`config.mk`:
```
export PLATFORM = sky130hd
export DESIGN_NAME = dmem_ctrl_flat
export DESIGN_NICKNAME = d
export VERILOG_FILES = /design/src/rtl/dmem_ctrl_if.sv /design/src/rtl/dmem_ctrl.sv /design/src/flat_wrapper.sv
export SDC_FILE = /design/constraint.sdc
export NUM_CORES = 1
export LEC_CHECK = 0
export ABC_AREA = 0
export CORE_ASPECT_RATIO = 1.4
export CORE_UTILIZATION = 57
export CTS_BUF_LIST = sky130_fd_sc_hd__clkbuf_16
export DETAILED_ROUTE_END_ITERATION = 10
export GPL_ROUTABILITY_DRIVEN = 0
export PLACE_DENSITY = 0.87
export SYNTH_ARGS = -nofsm -noshare
export SYNTH_HDL_FRONTEND = slang
export SYNTH_SLANG_ARGS = --single-unit
export TNS_END_PERCENT = 10
```
`constraint.sdc`:
```
create_clock -name clk -period 10.6 [get_ports clk]
set_input_delay 2.12 -clock clk [delete_from_list [all_inputs] [get_ports clk]]
set_output_delay 2.12 -clock clk [all_outputs]
set_load 0.02 [all_outputs]
```
`src/rtl/dmem_ctrl_if.sv`:
```
// rtl/dmem_ctrl_if.sv - word-bus interface between dmem_ctrl and the memory system
//
// Signals:
//   bus_req    request, held until the cycle bus_ack is seen
//   bus_we     1=write, 0=read
//   bus_addr   word address
//   bus_wdata  write data
//   bus_be     byte enables
//   bus_ack    accept/complete from the memory side
//   bus_rdata  read data, valid with bus_ack
// Modports: master (controller side), slave (memory side).
interface dmem_ctrl_if;
    logic        bus_req;
    logic        bus_we;
    logic [31:0] bus_addr;
    logic [31:0] bus_wdata;
    logic [3:0]  bus_be;
    logic        bus_ack;
    logic [31:0] bus_rdata;

    modport master (
        output bus_req, bus_we, bus_addr, bus_wdata, bus_be,
        input  bus_ack, bus_rdata
    );

    modport slave (
        input  bus_req, bus_we, bus_addr, bus_wdata, bus_be,
        output bus_ack, bus_rdata
    );
endinterface

```
`src/rtl/dmem_ctrl.sv`:
```
// rtl/dmem_ctrl.sv - data-memory controller with posted-store write buffer
//
// Ports:
//   clk, rst          clock, synchronous active-high reset
//   mem_read          load request (level, held until mem_done)
//   mem_write         store request (one store per high cycle)
//   mem_addr          byte address
//   mem_wdata         lane-replicated store data
//   opcode            LB=20 LH=21 LW=22 LBU=23 LHU=24 SB=25 SH=26 SW=27
//   mem_done          one-cycle load-complete pulse
//   mem_rdata         right-justified load data, valid with mem_done
//   misalign          one-cycle misaligned-access pulse
//   wb_overflow       sticky: a store was dropped because the buffer was full
//   bus               word bus (master modport), all outputs registered
module dmem_ctrl #(
    parameter int WB_DEPTH = 2
) (
    input  logic              clk,
    input  logic              rst,
    input  logic              mem_read,
    input  logic              mem_write,
    input  logic [31:0]       mem_addr,
    input  logic [31:0]       mem_wdata,
    input  logic [7:0]        opcode,
    output logic              mem_done,
    output logic [31:0]       mem_rdata,
    output logic              misalign,
    output logic              wb_overflow,
    dmem_ctrl_if.master       bus
);
    localparam int AW    = $clog2(WB_DEPTH);
    localparam int CNT_W = AW + 1;

    localparam logic [7:0] OP_LB = 8'd20, OP_LH = 8'd21, OP_LW = 8'd22, OP_LBU = 8'd23;
    localparam logic [7:0] OP_LHU = 8'd24, OP_SB = 8'd25, OP_SH = 8'd26, OP_SW = 8'd27;

    typedef enum logic [1:0] {IDLE, WR, RD, DONE} state_t;
    state_t state, state_nxt;

    // FIFO entry layout: {word addr[31:0], wdata[31:0], be[3:0]}
    logic [67:0]      fifo_mem [WB_DEPTH];
    logic [AW-1:0]    rd_ptr, wr_ptr;
    logic [CNT_W-1:0] count;
    logic             full, push, pop, ovf_set;
    logic [67:0]      push_entry, head, head_next;

    logic             half_op, word_op, mis;
    logic [3:0]       st_be;
    logic             ld_go, ld_mis, bus_ack_v;

    logic [7:0]       ld_op;
    logic [1:0]       ld_lsb;
    logic [31:0]      sh_b, sh_h, ld_data;

    assign half_op = (opcode == OP_LH) || (opcode == OP_LHU) || (opcode == OP_SH);
    assign word_op = (opcode == OP_LW) || (opcode == OP_SW);
    assign mis     = (half_op && mem_addr[0]) || (word_op && (mem_addr[1:0] != 2'b00));

    always_comb begin
        st_be = 4'b0000;
        case (opcode)
            OP_SB:   st_be = 4'b0001 << mem_addr[1:0];
            OP_SH:   st_be = 4'b0011 << {mem_addr[1], 1'b0};
            OP_SW:   st_be = 4'b1111;
            default: st_be = 4'b0000;
        endcase
    end

    // bus_ack only counts while a request is actually outstanding
    assign bus_ack_v  = bus.bus_req && bus.bus_ack;
    assign full       = (count == CNT_W'(WB_DEPTH));
    assign pop        = (state == WR) && bus_ack_v;
    assign push       = mem_write && !mis && (!full || pop);
    assign ovf_set    = mem_write && !mis && full && !pop;
    assign push_entry = {mem_addr[31:2], 2'b00, mem_wdata, st_be};
    assign head       = fifo_mem[rd_ptr];
    // When only one entry remains and a store lands on the pop edge, the new
    // head is still being written, so forward it straight from the inputs.
    assign head_next  = (count > CNT_W'(1)) ? fifo_mem[rd_ptr + AW'(1)] : push_entry;

    always_ff @(posedge clk) begin
        if (push) fifo_mem[wr_ptr] <= push_entry;
    end

    always_ff @(posedge clk) begin
        if (rst) begin
            rd_ptr <= '0;
            wr_ptr <= '0;
            count  <= '0;
        end else begin
            if (push) wr_ptr <= wr_ptr + AW'(1);
            if (pop)  rd_ptr <= rd_ptr + AW'(1);
            if (push && !pop)      count <= count + CNT_W'(1);
            else if (pop && !push) count <= count - CNT_W'(1);
        end
    end

    always_ff @(posedge clk) begin
        if (rst) state <= IDLE;
        else     state <= state_nxt;
    end

    always_comb begin
        state_nxt = state;
        ld_go     = 1'b0;
        ld_mis    = 1'b0;
        case (state)
            IDLE: begin
                // Buffered stores always drain first; a load coinciding with a
                // store waits so it cannot overtake it.
                if (count != '0) begin
                    state_nxt = WR;
                end else if (mem_read && !mem_write) begin
                    if (mis) begin
                        state_nxt = DONE;
                        ld_mis    = 1'b1;
                    end else begin
                        state_nxt = RD;
                        ld_go     = 1'b1;
                    end
                end
            end
            WR: begin
                if (pop) state_nxt = ((count > CNT_W'(1)) || push) ? WR : IDLE;
            end
            RD: begin
                if (bus_ack_v) state_nxt = DONE;
            end
            DONE:    state_nxt = IDLE;
            default: state_nxt = IDLE;
        endcase
    end

    assign sh_b = bus.bus_rdata >> {ld_lsb, 3'b000};
    assign sh_h = bus.bus_rdata >> {ld_lsb[1], 4'b0000};

    always_comb begin
        ld_data = bus.bus_rdata;
        case (ld_op)
            OP_LB, OP_LBU: ld_data = {24'b0, sh_b[7:0]};
            OP_LH, OP_LHU: ld_data = {16'b0, sh_h[15:0]};
            default:       ld_data = bus.bus_rdata;
        endcase
    end

    always_ff @(posedge clk) begin
        if (rst) begin
            bus.bus_req   <= 1'b0;
            bus.bus_we    <= 1'b0;
            bus.bus_addr  <= '0;
            bus.bus_wdata <= '0;
            bus.bus_be    <= '0;
            ld_op         <= '0;
            ld_lsb        <= '0;
            mem_done      <= 1'b0;
            mem_rdata     <= '0;
            misalign      <= 1'b0;
            wb_overflow   <= 1'b0;
        end else begin
            if (state == IDLE && state_nxt == WR) begin
                bus.bus_req                                  <= 1'b1;
                bus.bus_we                                   <= 1'b1;
                {bus.bus_addr, bus.bus_wdata, bus.bus_be}    <= head;
            end else if (pop && state_nxt == WR) begin
                {bus.bus_addr, bus.bus_wdata, bus.bus_be}    <= head_next;
            end else if (ld_go) begin
                bus.bus_req  <= 1'b1;
                bus.bus_we   <= 1'b0;
                bus.bus_addr <= {mem_addr[31:2], 2'b00};
                bus.bus_be   <= 4'b1111;
                ld_op        <= opcode;
                ld_lsb       <= mem_addr[1:0];
            end else if (state_nxt == IDLE || state_nxt == DONE) begin
                bus.bus_req <= 1'b0;
                bus.bus_we  <= 1'b0;
            end

            mem_done  <= (state_nxt == DONE);
            mem_rdata <= (state == RD && bus_ack_v) ? ld_data : 32'h0;
            misalign  <= (mem_write && mis) || ld_mis;
            if (ovf_set) wb_overflow <= 1'b1;
        end
    end
endmodule
```
`src/flat_wrapper.sv`:
```
// flat-port wrapper written by rule: the top's interface ports become plain ports
module dmem_ctrl_flat 
#(
    parameter int WB_DEPTH = 2
)
  (clk, rst, mem_read, mem_write, mem_addr, mem_wdata, opcode, mem_done, mem_rdata, misalign, wb_overflow, bus_bus_req, bus_bus_we, bus_bus_addr, bus_bus_wdata, bus_bus_be, bus_bus_ack, bus_bus_rdata);
  dmem_ctrl_if bus_i ();
  input  logic clk;
  input  logic rst;
  input  logic mem_read;
  input  logic mem_write;
  input  logic [31:0] mem_addr;
  input  logic [31:0] mem_wdata;
  input  logic [7:0] opcode;
  output logic mem_done;
  output logic [31:0] mem_rdata;
  output logic misalign;
  output logic wb_overflow;
  output wire logic [$bits(bus_i.bus_req)-1:0] bus_bus_req;
  output wire logic [$bits(bus_i.bus_we)-1:0] bus_bus_we;
  output wire logic [$bits(bus_i.bus_addr)-1:0] bus_bus_addr;
  output wire logic [$bits(bus_i.bus_wdata)-1:0] bus_bus_wdata;
  output wire logic [$bits(bus_i.bus_be)-1:0] bus_bus_be;
  input wire logic [$bits(bus_i.bus_ack)-1:0] bus_bus_ack;
  input wire logic [$bits(bus_i.bus_rdata)-1:0] bus_bus_rdata;
  assign bus_bus_req = bus_i.bus_req;
  assign bus_bus_we = bus_i.bus_we;
  assign bus_bus_addr = bus_i.bus_addr;
  assign bus_bus_wdata = bus_i.bus_wdata;
  assign bus_bus_be = bus_i.bus_be;
  assign bus_i.bus_ack = bus_bus_ack;
  assign bus_i.bus_rdata = bus_bus_rdata;
  dmem_ctrl #(.WB_DEPTH(WB_DEPTH)) u_core (.clk(clk), .rst(rst), .mem_read(mem_read), .mem_write(mem_write), .mem_addr(mem_addr), .mem_wdata(mem_wdata), .opcode(opcode), .mem_done(mem_done), .mem_rdata(mem_rdata), .misalign(misalign), .wb_overflow(wb_overflow), .bus(bus_i));
endmodule
```
==> results of run 1 <==
## sequential cells by signal, summed over array words and instances (netlist names), named ones only
name / count
u_core.bus.bus_we: 1
u_core.ld_op: 8
u_core.fifo_mem: 132
u_core.rd_ptr: 1
u_core.mem_rdata: 32
u_core.bus.bus_req: 1
u_core.bus.bus_wdata: 32
u_core.misalign: 1
u_core.count: 2
u_core.ld_lsb: 2
u_core.bus.bus_addr: 30
u_core.state: 2
u_core.wb_overflow: 1
u_core.wr_ptr: 1
u_core.bus.bus_be: 4
u_core.mem_done: 1
## area by class of cell
| cell class | instances | area, um^2 |
|---|---|---|
| antenna | 1 | 2.502 |
| clock buffer | 25 | 625.6 |
| clock inverter | 21 | 135.1 |
| fill | 1374 | 5295 |
| inverter | 19 | 71.32 |
| multi-input combinational | 731 | 5032 |
| sequential | 252 | 6374 |
| tap | 252 | 315.3 |
| timing repair buffer | 226 | 2222 |
## Yosys cell counts, drive strengths merged (19+ instances only)
| cell type | n | share of area (%) |
|---|---|---|
| o21ai | 43 | 1.8 |
| nor2 | 121 | 3.9 |
| nand2 | 50 | 1.6 |
| nand2b | 37 | 2.0 |
| o21bai | 31 | 2.0 |
| clkbuf | 67 | 2.1 |
| a21oi | 84 | 3.6 |
| edfxtp | 132 | 34 |
| a211oi | 66 | 4.2 |
| mux2i | 166 | 14 |
| inv | 19 | 0.61 |
| buf | 21 | 0.97 |
| dfxtp | 120 | 20 |
## layer usage
metal | track usage (%) | up-vias | wire [um]
li1 | - | 4345 | -
met1 | 30.89 | 4505 | 11440
met2 | 49.55 | 357 | 15220
met3 | 4.420 | 73 | 1731
met4 | 14.30 | 0 | 1113
met5 | 0 | - | 0
## worst max-delay path by stage
stage	to	slack [ns]	cells past startpoint	startpoint
floorplan	u_core.fifo_mem[0][0]	4.31	6	opcode[1]
global placement	u_core.bus.bus_wdata[7]	4.83	12	mem_addr[0]
detailed placement	u_core.bus.bus_wdata[7]	4.71	12	opcode[1]
CTS	u_core.bus.bus_wdata[7]	5.24	12	opcode[1]
global route	u_core.bus.bus_wdata[30]	4.91	12	opcode[3]
finish	u_core.bus.bus_wdata[7]	5.17	12	opcode[1]
## logic make-up (layout without fill, tap and decap cells)
group,after synthesis,after routing,share of synthesized area (%)
fa+ha+maj,6,6,0.6371
simple gates,269,269,10.97
compound gates,282,282,16.03
mux,168,168,14.29
other cells,1,3,0.03183
xor+xnor,4,4,0.2974
flops,252,252,54.03
buf+inv,107,291,3.706
## power breakdown
part	switching, uW	internal (uW)
combinational	907	611
sequential	147	1270
clock	359	455
## placed cells by master (no fill, tap or decap), types with 3 or more instances in the layout
| cell type | count |
|---|---|
| o21a_1 | 3 |
| inv_1 | 24 |
| buf_4 | 16 |
| a221oi_2 | 5 |
| nand3_1 | 3 |
| clkdlybuf4s50_1 | 210 |
| ha_1 | 6 |
| a21oi_1 | 83 |
| nor2_1 | 119 |
| edfxtp_1 | 132 |
| or2_2 | 4 |
| nor4_1 | 3 |
| o221a_2 | 4 |
| o21ai_0 | 41 |
| nand2b_1 | 37 |
| nand2_1 | 49 |
| o21bai_1 | 31 |
| nor2b_1 | 4 |
| nor3_1 | 5 |
| clkbuf_16 | 25 |
| o31ai_1 | 10 |
| clkinv_1 | 7 |
| a32o_1 | 5 |
| clkinv_2 | 4 |
| mux2i_1 | 166 |
| and2_1 | 12 |
| a22o_1 | 8 |
| a211oi_1 | 66 |
| dfxtp_1 | 118 |
| nor3b_1 | 4 |
| a221oi_1 | 8 |
| nand4_1 | 11 |
## worst max-delay path: stages
cell	delay [ns]
clkdlybuf4s50_1	0.62
nand2b_1	0.16
o22ai_1	0.11
a32oi_1	0.41
o21ai_0	0.24
o22ai_1	0.25
ha_1	0.36
and2_2	0.47
buf_4	0.61
a211oi_1	0.10
o21ai_0	0.22
a21oi_1	0.08
## metrics by stage
stage                     cells  area, um^2  power (uW)  util, %
after global placement     1480       14010        2903    69.82
after detailed placement   1480       14010        2944    69.82
after CTS                  1526       14780        3762    73.61
final                      1527       14780        3746    73.62
after floorplan            1090       11790        2371        -
after global routing       1527       14780        3954    73.62
==> impl_metrics.ini, run 1 <==
[status]
outcome = completed

[cells_and_area]
nNetsFinal = 1370
drive_gt1_share_pct = 6.044
area_delta_synth_final_pct = 25.42

[setup_path]
reg2reg_to = u_core.bus.bus_wdata[7]
r2r_slack_ns = 7.23
path_class = in -> reg
rr_worst_depth = 12
endpoint_kind = register
arrival_ns = 5.80
crit_path_start_kind = input pin
cp.required_ns = 10.97
reg2reg_from = u_core.count[1]
cp_max_fo = 51

[sta]
fin_crit_ns = 5.427
worst_slack_ns = 5.173
skew_ns = 0.01029
period_share_pct = 51.20
setup_tns_ns = 0
hold_ws_ns = 0.4522
rsz0062_at_grt = false
tightest_slew_ns = 0.9181
drv_slew = 0
finalSetupViolCount = 0
finalHoldViolCount = 0
slew_headroom_pct = 38.57
fmax_ghz = 0.1843

[worst_hold_path]
whs_path_depth = 2
hold_path_end = u_core.bus.bus_wdata[28]
min_from = u_core.bus.bus_wdata[28]
hold_path_class = reg -> reg

[power]
p_per_area_nw_per_um2 = 253.5
ir_worst_vdd_mv = 0.2592
p_leak_uw = 0.005007

[global_routing]
grt_max_degree = 69
track_usage_pct = 27.52
overflow = 0
grt_antenna_before_repair = 1
grt_first_pass_wirelength_um = 45600
grt_pass1_vias = 9404

[route]
drt-pass1-iter-count = 5
routed_wl_um = 29510
viasPerCell = 6.077
postRouteAntennaNets = 0
drc = 0
drtIter0Drc = 707
via_count = 9280
avgRoutedWirePerCell_um = 19.32

[floorplanning]
die_x_um = 123.5
initial_core_util_pct = 58.70
num_rows = 61
die_y_um = 172.1
die_area_um2 = 21260
core_area_um2 = 20070
io_pins = 214

[cts]
cts_setup_buffers = 0
holdBufCountCts = 0
cts_resized = 0
clock_path_buffers = 3
tritoncts.num_buffers = 25
htree_levels = 1
clk_pin_slew_worst_paths_ns = 0.06
cts_num_sinks = 252
clk_latency_ns = 0.52
cts_tree = built
clock-root-buffer = clkbuf_16

[synth]
synth_enable_flop_cells = 132
netlist_area_um2 = 11780
seq_area_frac_synth_pct = 54.03
ys_types = 57
synth_flop_cell = edfxtp_1
syn_area_per_cell_um2 = 10.82
ys_ff_latch = 252
postSynthCellCount = 1089
yosysWarnings = 0
async_flop_share_pct = 0

[placed_design]
pre_cts_slack_ns = 4.706
portBuffers = 211
place_hpwl_um = 18630

[flow_run]
cap_violations = 0
Note: power is estimated with default switching activity, not from simulation.
==> run 2: changes to the inputs <==
--- a/config.mk
+++ b/config.mk
@@ -7,11 +7,11 @@
 export LEC_CHECK = 0
 export ABC_AREA = 0
 export CORE_ASPECT_RATIO = 1.4
-export CORE_UTILIZATION = 57
+export CORE_UTILIZATION = 48
 export CTS_BUF_LIST = sky130_fd_sc_hd__clkbuf_16
 export DETAILED_ROUTE_END_ITERATION = 10
 export GPL_ROUTABILITY_DRIVEN = 0
-export PLACE_DENSITY = 0.87
+export PLACE_DENSITY = 0.78
 export SYNTH_ARGS = -nofsm -noshare
 export SYNTH_HDL_FRONTEND = slang
 export SYNTH_SLANG_ARGS = --single-unit
==> constraint.sdc (replaced) <==
create_clock -name clk -period 4.8 [get_ports clk]
set_input_delay 0.96 -clock clk [delete_from_list [all_inputs] [get_ports clk]]
set_output_delay 0.96 -clock clk [all_outputs]
set_load 0.02 [all_outputs]
==> impl_metrics.ini, run 2 (synthesis gave the netlist of run 1 again) <==
[status]
outcome = completed

[setup_path]
cp_max_fo = 32
arrival_ns = 4.31
crit_path_start_kind = input pin
endpoint_kind = register
reg2reg_from = u_core.count[1]
cp.required_ns = 5.16
path_class = in -> reg
crit_start = mem_addr[0]

[cts]
clock-root-buffer = clkbuf_16
cts_tree = built
cts_num_sinks = 252
htree_levels = 1
clk_pin_slew_worst_paths_ns = 0.06
holdBufCountCts = 0
clock_path_buffers = 3
clk_latency_ns = 0.51
cts_setup_buffers = 0
cts_resized = 0
tritoncts.num_buffers = 24

[cells_and_area]
max_flop_register = u_core.fifo_mem
antenna_cells = 0
fill_cells = 1946
mostFrequentLayoutCells = clkdlybuf4s50_1 (210), mux2i_1 (166), edfxtp_1 (132)
final_util_pct = 62.40
nNetsFinal = 1377
area_delta_synth_final_pct = 27.41
drive_gt1_share_pct = 6.797
final_common_cell = clkdlybuf4s50_1
largest_register_ffs = 132
fin_area_um2 = 15010
reg_top3 = u_core.fifo_mem (132), u_core.bus.bus_wdata (32), u_core.mem_rdata (32)

[floorplanning]
initial_core_util_pct = 48.97
die_y_um = 187.4
core_area_um2 = 24060
num_rows = 67
io_pins = 214
die_x_um = 134.4
die_area_um2 = 25190

[sta]
skew_ns = 0.008420
period_share_pct = 82.30
finalHoldViolCount = 0
fin_crit_ns = 3.950
tightest_slew_ns = 0.9913
fmax_ghz = 0.2531
setup_tns_ns = 0
finalSetupViolCount = 0
slew_headroom_pct = 32.98
rsz0062_at_grt = false
drv_slew = 0

[power]
p_leak_uw = 0.005086
ir_worst_vdd_mv = 0.4536
p_per_area_nw_per_um2 = 564.8

[flow_run]
cap_violations = 0

[route]
drtIter0Drc = 493
avgRoutedWirePerCell_um = 18.75
drt-pass1-iter-count = 5
drc = 0
viasPerCell = 5.740
postRouteAntennaNets = 0
via_count = 9127
routed_wl_um = 29810

[global_routing]
grt_pass1_vias = 9135
overflow = 0
track_usage_pct = 23.16
grt_max_degree = 83
grt_antenna_before_repair = 0
grt_first_pass_wirelength_um = 46700

[placed_design]
dpl_cell_area_um2 = 14220
place_hpwl_um = 19050
portBuffers = 211

[worst_hold_path]
min_from = u_core.wb_overflow
hold_path_class = reg -> reg
==> run 2: cell count changes in the layout (fill, tap and decap cells not counted), sizes merged <==
cell      delta
inv          -2
diode        -1
bufinv       +2
buf          +8
clkinvlp     -2
==> run 2: final timing paths <==
kind | end | slack [ns] | cells past startpoint
max reg2reg | u_core.bus.bus_wdata[9] | 1.77 | 12
max | u_core.bus.bus_wdata[9] | 0.85 | 12
min reg2reg | u_core.wb_overflow | 0.45 | 2
min | u_core.wb_overflow | 0.45 | 2
==> run 2: metrics by stage <==
stage                     power, uW  std cells  worst slack [ns]  hold slack, ns
after floorplan                5236       1090           -0.3313          0.4515
after global placement         6561       1546            0.4923          0.4424
after detailed placement       6622       1546            0.4099          0.4459
after CTS                      8530       1590            0.9341          0.4535
after global routing           8942       1590            0.5519          0.4686
final                          8478       1590            0.8496          0.4489
==> run 2: routing by layer <==
metal	vias up	share of wire, %	track usage (%)
met5	-	0	0
met2	288	52	42.73
li1	4362	-	-
met3	55	5.0	2.710
met1	4422	40	26.95
met4	0	3.2	9.075
==> run 2: report_power, final <==
part | switching (uW) | internal [uW]
sequential | 347 | 2790
clock | 793 | 1100
combinational | 2020 | 1430
total | 3160 | 5320
==> run 2: final cells by class <==
| cell class | count | area, um^2 | share of cell area [%] |
|---|---|---|---|
| Inverter | 19 | 71.32 | 0.4751 |
| Sequential cell | 252 | 6374 | 42.46 |
| Clock buffer | 25 | 625.6 | 4.167 |
| Clock inverter | 19 | 163.9 | 1.092 |
| Multi-Input combinational cell | 731 | 5032 | 33.52 |
| Tap cell | 310 | 387.9 | 2.584 |
| Timing Repair Buffer | 234 | 2357 | 15.70 |
==> run 2: worst max-delay path: stages <==
cell and delay, ns:
clkdlybuf4s50_1 0.68, nor2_1 0.08, a21oi_1 0.25, a32oi_1 0.21, o311a_1 0.40, o22ai_1 0.19, ha_1 0.34, and2_2 0.50
buf_12 0.26, a211oi_1 0.07, o21ai_0 0.23, a21oi_1 0.09
